### config.mk
export PLATFORM = sky130hd
export DESIGN_NAME = avr_tick_scheduler
export DESIGN_NICKNAME = d
export VERILOG_FILES = /design/src/rtl/tick_sched_pkg.sv /design/src/rtl/tick_divider.sv /design/src/rtl/avr_tick_scheduler.sv
export SDC_FILE = /design/constraint.sdc
export NUM_CORES = 1
export LEC_CHECK = 0
export CAP_MARGIN = 20
export CORE_MARGIN = 8
export CORE_UTILIZATION = 63
export CTS_CLUSTER_SIZE = 16
export DETAILED_ROUTE_END_ITERATION = 8
export PLACE_DENSITY = 0.95
export RECOVER_POWER = 50
export SLEW_MARGIN = 20
export SYNTH_ARGS = -nofsm -noshare
export SYNTH_HDL_FRONTEND = slang
export SYNTH_SLANG_ARGS = --single-unit
### constraint.sdc
create_clock -name clk -period 10.65 [get_ports clk]
set_input_delay 1.5975 -clock clk [delete_from_list [all_inputs] [get_ports clk]]
set_output_delay 1.5975 -clock clk [all_outputs]
set_load 0.005 [all_outputs]
### src/rtl/tick_sched_pkg.sv
// Shared types and the round-robin pick helper for avr_tick_scheduler.
// Supports up to 8 cores; callers zero-extend their pending vector to 8 bits.
package tick_sched_pkg;

    typedef enum logic {
        OP_TICK   = 1'b0,
        OP_SAMPLE = 1'b1
    } op_kind_t;

    typedef enum logic [1:0] {
        ST_IDLE   = 2'd0,
        ST_TICK   = 2'd1,
        ST_SAMPLE = 2'd2,
        ST_WAIT   = 2'd3
    } state_t;

    // Lowest pending index at or after rr, wrapping modulo ncores.
    function automatic logic [2:0] rr_pick(
        input logic [7:0] pending,
        input logic [2:0] rr,
        input int         ncores
    );
        logic [2:0] pick;
        int         idx;
        pick = '0;
        for (int k = 7; k >= 0; k--) begin
            if (k < ncores) begin
                idx = int'(rr) + k;
                if (idx >= ncores) idx = idx - ncores;
                if (pending[idx]) pick = idx[2:0];
            end
        end
        return pick;
    endfunction

endpackage

### src/rtl/tick_divider.sv
// Per-core programmable divider: down-counter with reload register.
// expire pulses for one cycle while enabled and the counter sits at zero.
module tick_divider
    import tick_sched_pkg::*;
#(
    parameter int DIVW = 16
) (
    input  logic            clk,
    input  logic            rst,
    input  logic            enable,
    input  logic            load,
    input  logic [DIVW-1:0] load_val,
    output logic            expire
);

    logic [DIVW-1:0] cnt;
    logic [DIVW-1:0] reload;

    assign expire = enable && (cnt == '0);

    always_ff @(posedge clk or posedge rst) begin
        if (rst) begin
            cnt    <= '0;
            reload <= '0;
        end else if (load) begin
            cnt    <= load_val;
            reload <= load_val;
        end else if (enable) begin
            cnt <= expire ? reload : cnt - DIVW'(1);
        end
    end

endmodule

### src/rtl/avr_tick_scheduler.sv
// Round-robin TICK/SAMPLE sequencer for NCORES simulated AVR cores.
// Optional per-core service counters when TICK_SCHED_STATS_EN is defined.
module avr_tick_scheduler
    import tick_sched_pkg::*;
#(
    parameter int NCORES = 4,
    parameter int DIVW   = 16,
    parameter int PINW   = 8,
    localparam int IW    = (NCORES > 1) ? $clog2(NCORES) : 1
) (
    input  logic                   clk,
    input  logic                   rst,
    input  logic                   enable,
    input  logic                   cfg_we,
    input  logic [IW-1:0]          cfg_idx,
    input  logic [DIVW-1:0]        cfg_div,
    output logic                   op_valid,
    output logic                   op_kind,
    output logic [IW-1:0]          op_core,
    input  logic                   op_ready,
    input  logic                   smp_valid,
    input  logic [PINW-1:0]        smp_data,
    output logic [NCORES*PINW-1:0] pin_state,
    output logic [NCORES-1:0]      overrun,
    output logic                   busy
`ifdef TICK_SCHED_STATS_EN
    ,
    output logic [NCORES*32-1:0]   svc_count
`endif
);

    state_t            state;
    logic [NCORES-1:0] expire;
    logic [NCORES-1:0] pending;
    logic [NCORES-1:0] clr;
    logic [IW-1:0]     rr;
    logic [2:0]        pick;
    logic              done;

    assign done     = (state == ST_WAIT) && smp_valid;
    assign pick     = rr_pick(8'(pending), 3'(rr), NCORES);
    assign op_valid = (state == ST_TICK) || (state == ST_SAMPLE);
    assign op_kind  = (state == ST_SAMPLE) ? OP_SAMPLE : OP_TICK;
    assign busy     = (state != ST_IDLE);

    for (genvar i = 0; i < NCORES; i++) begin : g_core
        tick_divider #(
            .DIVW(DIVW)
        ) u_div (
            .clk     (clk),
            .rst     (rst),
            .enable  (enable),
            .load    (cfg_we && (cfg_idx == IW'(i))),
            .load_val(cfg_div),
            .expire  (expire[i])
        );
        assign clr[i] = done && (op_core == IW'(i));
    end

    // A clear and a fresh expiry in the same cycle keep the core queued.
    always_ff @(posedge clk or posedge rst) begin
        if (rst) begin
            pending   <= '0;
            overrun   <= '0;
            pin_state <= '0;
        end else begin
            pending <= (pending & ~clr) | expire;
            overrun <= overrun | (expire & pending & ~clr);
            for (int i = 0; i < NCORES; i++) begin
                if (clr[i]) pin_state[i*PINW +: PINW] <= smp_data;
            end
        end
    end

    always_ff @(posedge clk or posedge rst) begin
        if (rst) begin
            state   <= ST_IDLE;
            op_core <= '0;
            rr      <= '0;
        end else begin
            unique case (state)
                ST_IDLE: begin
                    if (|pending) begin
                        op_core <= IW'(pick);
                        state   <= ST_TICK;
                    end
                end
                ST_TICK: begin
                    if (op_ready) state <= ST_SAMPLE;
                end
                ST_SAMPLE: begin
                    if (op_ready) state <= ST_WAIT;
                end
                ST_WAIT: begin
                    if (smp_valid) begin
                        rr    <= (op_core == IW'(NCORES - 1)) ? '0 : op_core + IW'(1);
                        state <= ST_IDLE;
                    end
                end
                default: state <= ST_IDLE;
            endcase
        end
    end

`ifdef TICK_SCHED_STATS_EN
    always_ff @(posedge clk or posedge rst) begin
        if (rst) begin
            svc_count <= '0;
        end else begin
            for (int i = 0; i < NCORES; i++) begin
                if (clr[i]) svc_count[i*32 +: 32] <= svc_count[i*32 +: 32] + 32'd1;
            end
        end
    end
`endif

endmodule

==> results by group <==
Place
  – DP HPWL: 14.4 mm
  – RePlAce Congestion: 0.884
  – Post-Place Setup Slack: 6.44 ns
  – IO buf count: 72
  – Placed cells: 1,132

GRT
  – First-pass GRT wire length: 36.9 mm
  – Antenna violations before repair: 0
  – Largest net degree at the start of global routing: 110
  – Grt ovf: 0
  – Vias in the first global route: 7,238
  – Total track usage: 0.258

Synthesis
  – Netlist cell types: 61
  – Largest area contributor in the netlist: dfrtp_1
  – Main synth FF type: dfrtp_1
  – Yosys top cell area share: 0.502
  – Synth Register Bits: 174
  – Net Count, Synth: 956
  – Ys async rst share: 1.00
  – Post-synth EDFFs: 0
  – Post-Synthesis Cells: 911
  – Syn Area/Cell: 9.53 um^2
  – Largest cells by area after synthesis: dfrtp_1 50%, nand2_1 11%, mux2_2 4.4%
  – Mapped Area: 0.00868 mm^2
  – Sequential element share of the synthesized area: 0.502
  – Ys Warns: 0

Clock network
  – Clock-pin transition on the worst setup and hold timing paths: 0.07 ns
  – Worst-Skew Late Latency: 0.44 ns
  – # hold bufs at CTS: 0
  – H-Tree Depth: 4
  – Post_cts resized: 0
  – # clock sinks: 174
  – Num CTS Buffers: 17
  – CTS tree: done
  – CTS root buf: clkbuf_16
  – Post-CTS Setup Repair Bufs: 0
  – Longest Clk Path Bufs: 2

Power
  – NetSw: 770 uW
  – Power density over the cells: 233 mW/mm^2
  – Pwr Total: 2.36 mW
  – Sw Ratio: 0.326
  – Worst vdd ir: 0.000169 V
  – Share of power burned in combinational logic: 0.282
  – Leakage: 4.71 nW
  – Register share of total power: 0.434
  – Internal: 1.59 mW
  – Clk pwr share: 0.284

Critical path
  – CP arrival: 5.85 ns
  – CP Launch Type: primary input
  – Critical path class: primary input to asynchronous set/reset pin
  – WP depth: 3
  – Worst-path fanout max: 109
  – Crit end category: asynchronous set/reset pin
  – CP max stage delay: 2.64 ns
  – Delay-heaviest family, CP: buffers and inverters
  – Slowest stage cell, crit path: clkinvlp_2
  – R2R cell count: 7
  – Worst endpoint required time: 11.12 ns
  – Cells along the critical path: dlygate4sd3_1 > clkinvlp_2 > buf_4
  – CP Buf/Inv Count: 3
  – Register-to-register setup slack: 7.85 ns

Worst hold path
  – Hold Crit Depth: 2
  – Min-delay worst type: flop to flop

Timing
  – Setup violators final: 0
  – Slew HR: -2.17
  – FMAX: 186 MHz
  – Clk_skew: 0.00679 ns
  – Final worst slack: 5.27 ns
  – Count of pins over their slew limit: 110
  – Hold violation total from the final report: 0
  – Final worst path period share: 0.506
  – Final critical-path required period: 5.38 ns
  – TNS Setup: 0 ns
  – Unrepaired setup endpoints after global routing: false
  – Worst-Margin Slew: 4.74 ns

Final layout
  – Non-Filler Instances: 1,164
  – NumNets Final: 1,016
  – ANT cells: 0
  – Layout fillers: 918
  – Synth-to-layout area growth: 16.8%
  – Share of cells above drive strength 1: 0.0874

Route
  – Routed WL: 22.7 mm
  – Antenna Violating Nets Remaining: 0
  – Drt first-iter violations: 688
  – Routed len/inst: 19.5 um
  – DRC violations left: 0
  – Vias: 7,384
  – Vias/cell: 6.34
  – Drt pass-1 iters: 5

Die
  – DIE AREA: 0.0178 mm^2
  – Core area: 0.0137 mm^2
  – Chip Height: 133 um
  – Die Wd: 133 um
  – Initial Util: 0.635
  – Std cell rows: 43
  – Io pins: 73

Run status
  – Failing checks: max-capacitance violations, max-slew violations
  – Outcome: finished with violations

Job
  – Max-cap violations: 1
==> registers in the layout, indices dropped and copies added (netlist names) <==
| register | cells |
|---|---|
| g_core.u_div.cnt | 64 |
| g_core.u_div.reload | 64 |
| op_core | 2 |
| overrun | 4 |
| pending | 4 |
| pin_state | 32 |
| rr | 2 |
| state | 2 |
==> routing by layer <==
metal	GRT usage	up-vias	part of all wire
met5	0	-	0
met4	0.105	0	0.030
met3	0.0772	63	0.11
met2	0.403	431	0.47
met1	0.331	3583	0.39
li1	-	3307	-
==> tightest hold or removal path: stages (launching register included) <==
cell	delay, ns
dfrtp_1	0.34
nand2_1	0.05
nand2_1	0.06
==> kinds of logic (layout without fill, tap and decap cells) <==
family          Yosys count  count (layout)  synth area share
compound gates          152             152             0.115
xor+xnor                 48              48            0.0484
fa+ha+maj                13              13            0.0187
buf+inv                  56             129            0.0265
flops                   174             174             0.502
mux                      55              55            0.0698
simple gates            413             413             0.220
==> through the flow <==
step / util / hold slack, ns / instance area [um^2]
4_1_cts: 0.743 / 0.478 / 10200
2_1_floorplan: - / 0.432 / 8680
3_5_place_dp: 0.696 / 0.462 / 9520
3_3_place_gp: 0.696 / 0.447 / 9520
6_report: 0.742 / 0.472 / 10100
5_1_grt: 0.742 / 0.491 / 10100
==> power groups by stage <==
stage	Sequential, mW	Combinational, mW	Clock, mW
5_1_grt	1.04	0.737	0.700
4_1_cts	1.02	0.668	0.673
3_5_place_dp	1.02	0.655	0
6_report	1.02	0.665	0.670
3_3_place_gp	1.01	0.620	0
2_1_floorplan	0.975	0.423	0
==> synthesized netlist by cell type, drive strengths merged (3+ instances only) <==
cell and count:
nand2 259, dfrtp 174, o21ai 49, mux2 34
nand3 34, xnor2 31, nor2 30, clkbuf 28
o211ai 27, nor3 23, mux2i 20, inv 19
a22oi 18, xor2 17, ha 13, a21oi 10
a31oi 10, nand4 10, nor4 10, or3 10
a22o 8, buf 8, o31ai 7, or4 7
a21boi 5, and3 5, nand2b 5, a211oi 4
nor2b 4, o21bai 4, or3b 4, nand4b 3
==> layout by cell type (no fill, tap or decap), types with 8 or more instances in the layout <==
cell               n
xor2_1            17
a22o_1             8
a22oi_1           18
clkbuf_16         17
mux2_2            34
o21ai_0           46
a21oi_1           10
dfrtp_1          174
nand3_1           33
mux2i_1           20
nor3_1            20
nand2_1          259
nand4_1            9
inv_1             18
xnor2_1           31
clkdlybuf4s50_1   68
a31oi_1           10
or3_1             10
ha_1              13
nor2_1            29
o211ai_1          27
==> area by class of cell <==
cell class | count | area, um^2 | share of cell area
well taps | 180 | 225 | 0.0222
multi-input cells | 681 | 4100 | 0.404
clock inverters | 13 | 186 | 0.0184
clock buffers | 19 | 453 | 0.0447
repair buffers | 77 | 751 | 0.0740
inverters | 20 | 76.3 | 0.00753
flip-flops and latches | 174 | 4350 | 0.429
==> path summary, 6_finish.rpt <==
path	endpoint	startpoint
worst min-delay path	g_core[3].u_div.reload[12]	g_core[3].u_div.reload[12]
max in group clk	g_core[1].u_div.cnt[2]	enable
worst min register to register	g_core[3].u_div.reload[12]	g_core[3].u_div.reload[12]
worst max register to register	g_core[3].u_div.cnt[4]	g_core[3].u_div.cnt[0]
min in group asynchronous	op_core[0]	rst
worst max-delay path	g_core[1].u_div.cnt[8]	rst
(Power assumes the default switching activity.)
==> variant, RTL diff (same settings) <==
Add an input register stage for `cfg_we`, `cfg_idx` and `cfg_div`, cleared by the reset; this delays them by one clock. The other inputs are not delayed to match.
--- a/src/rtl/avr_tick_scheduler.sv
+++ b/src/rtl/avr_tick_scheduler.sv
@@ -31,2 +31,18 @@
 
+    logic cfg_we_q;
+    logic [IW-1:0] cfg_idx_q;
+    logic [DIVW-1:0] cfg_div_q;
+
+    always_ff @(posedge clk or posedge rst) begin
+        if (rst) begin
+            cfg_we_q  <= '0;
+            cfg_idx_q <= '0;
+            cfg_div_q <= '0;
+        end else begin
+            cfg_we_q  <= cfg_we;
+            cfg_idx_q <= cfg_idx;
+            cfg_div_q <= cfg_div;
+        end
+    end
+
     state_t            state;
@@ -52,4 +68,4 @@
             .enable  (enable),
-            .load    (cfg_we && (cfg_idx == IW'(i))),
-            .load_val(cfg_div),
+            .load    (cfg_we_q && (cfg_idx_q == IW'(i))),
+            .load_val(cfg_div_q),
             .expire  (expire[i])
Formal check against the unedited RTL: not equivalent (Yosys sat finds a counterexample within 4 cycles, from zero or initial values and one cycle with rst high).
==> variant against the unedited design <==
Setup slack lost 190 ps; critical path depth is the same; area after synthesis grew 5.6%; count of clock-buffer cells in the layout grew 1; maximum frequency shrank 3.4%; largest cell class unchanged; the flow still finishes with violations (capacitance limit, slew limit); final area grew 4.9%; sequential share of layout area grew 2.5 points; largest power group unchanged; sequential cell count grew 19; die area grew 5.0%; total power grew 0.98%; routed wire length grew 3.2%; global-route usage shrank 0.19 points.
==> variant: results (changes against the unedited design) <==
stage,metric,value,unit,change
status,status,finished with violations,,unchanged
status,failing checks,"capacitance limit, slew limit",,unchanged
global_route,vias in the first global route,7484,,"was 7,238"
critical_path,FF-to-FF setup slack,7980,ps,was 7850 ps
critical_path,"Arr. time, crit path",6010,ps,was 5850 ps
sta,Slew Limit Fails,117,,was 110
critical_path,worst r2r dst,g_core[1].u_div.cnt[2]$_DFFE_PP0P_,,was g_core[3].u_div.cnt[4]$_DFFE_PP0P_
job,Max-cap violations,1,,unchanged
cells_and_area,share of cells above drive strength 1,8.37,%,was 8.74%
sta,Slew @ Worst Pin,4890,ps,was 4740 ps
detailed_routing,routed length on met1,9.09,mm,was 8.96 mm
detailed_routing,Avg Vias per Cell,6.30,,was 6.34
detailed_routing,drt wl/cell,19.5,um,about the same
global_route,met2 Use GR,41.3,%,was 40.3%
placement,placed instance area,0.00999,mm^2,was 0.00952 mm^2
placement,gpl congestion,0.956,,was 0.884
detailed_routing,Routed met3 length,2.49,mm,was 2.48 mm
detailed_routing,met2 WL,11.0,mm,was 10.6 mm
logic_synthesis,"top cells by count, synth","nand2_1 (260), dfrtp_1 (193), o21ai_0 (59), nor2_1 (48), clkbuf_1 (35)",,"was nand2_1 (259), dfrtp_1 (174), o21ai_0 (46), mux2_2 (34), nand3_1 (33)"
min_path,Hold Path Origin,g_core[1].u_div.reload[0]$_DFFE_PP0P_,,was g_core[3].u_div.reload[12]$_DFFE_PP0P_
global_route,largest net degree at the start of global routing,117,,was 110
global_route,first-pass GRT wire length,37.7,mm,was 36.9 mm
min_path,Hold Path Class,reg -> reg,,unchanged
placement,dpl hpwl,14.8,mm,was 14.4 mm
detailed_routing,initial DRC count,982,,was 688
logic_synthesis,post-synth cell types,63,,was 61
logic_synthesis,post-synthesis net count,995,,was 956
critical_path,R2R cell count,4,,was 7
min_path,Worst Hold Path EP,g_core[1].u_div.reload[0]$_DFFE_PP0P_,,was g_core[3].u_div.reload[12]$_DFFE_PP0P_
critical_path,origin of the critical flop-to-flop path,cfg_we_q$_DFF_PP0_,,was g_core[3].u_div.cnt[0]$_DFFE_PP0P_
detailed_routing,Initial DRT Pass Iterations,6,,was 5
critical_path,crit path to,g_core[1].u_div.cnt[9]$_DFFE_PP0P_,,was g_core[1].u_div.cnt[8]$_DFFE_PP0P_
placement,DP Worst Slack,6540,ps,was 6440 ps
cells_and_area,fillcell total,933,,was 918
logic_synthesis,register area share after synthesis,52.7,%,was 50.2%
sta,final worst path period share,52.3,%,was 50.6%
logic_synthesis,top post-synthesis cells by area,"dfrtp_1 (53%), nand2_1 (11%), mux2_2 (4.2%)",,"was dfrtp_1 (50%), nand2_1 (11%), mux2_2 (4.4%)"
==> variant: cell count changes after synthesis, moves of 4 or more <==
cell,delta
o311ai_0,+8
nand3_1,-8
o211ai_2,+4
o211ai_1,-6
clkbuf_1,+7
mux2i_1,-8
a21boi_0,-4
o21ai_0,+13
nand4_1,-4
nor3b_1,+6
dfrtp_1,+19
nor2_1,+18
==> variant: cell type report <==
type                    count  area (um^2)  area share, %
clock inverters            11          199           1.87
multi-input cells         693         4090           38.5
clock buffers              20          447           4.20
inverters                  23         87.6          0.824
repair buffers             76          751           7.06
flip-flops and latches    193         4830           45.4
well taps                 184          230           2.16
==> variant: report_power, final <==
part	switching, mW	total (mW)	internal [mW]
combinational	0.299	0.597	0.298
sequential	0.183	1.07	0.892
clock	0.285	0.709	0.424
==> variant: worst max-delay path, delay by kind of cell <==
kind,cells,cell delay (ps)
buf+inv,3,4310
==> variant: per-stage QoR <==
| step | util (%) | hold WS, ps | power [mW] | cells |
|---|---|---|---|---|
| 3_5_place_dp | 69.6 | 458 | 1.66 | 1169 |
| 6_report | 74.0 | 473 | 2.38 | 1200 |
| 5_1_grt | 74.0 | 493 | 2.49 | 1200 |
| 2_1_floorplan | - | 438 | 1.44 | 950 |
| 4_1_cts | 74.1 | 475 | 2.38 | 1200 |
| 3_3_place_gp | 69.6 | 453 | 1.62 | 1169 |
==> variant: cells by family after synthesis <==
group	Yosys count	share of synthesized area, %
adder cells (fa/ha/maj)	13	1.77
flip-flops	193	52.7
buffers and inverters	64	2.81
AND/OR/NAND/NOR	421	20.5
multiplexers	47	5.73
XOR/XNOR	45	4.30
AO/OA/AOI/OAI	167	12.2
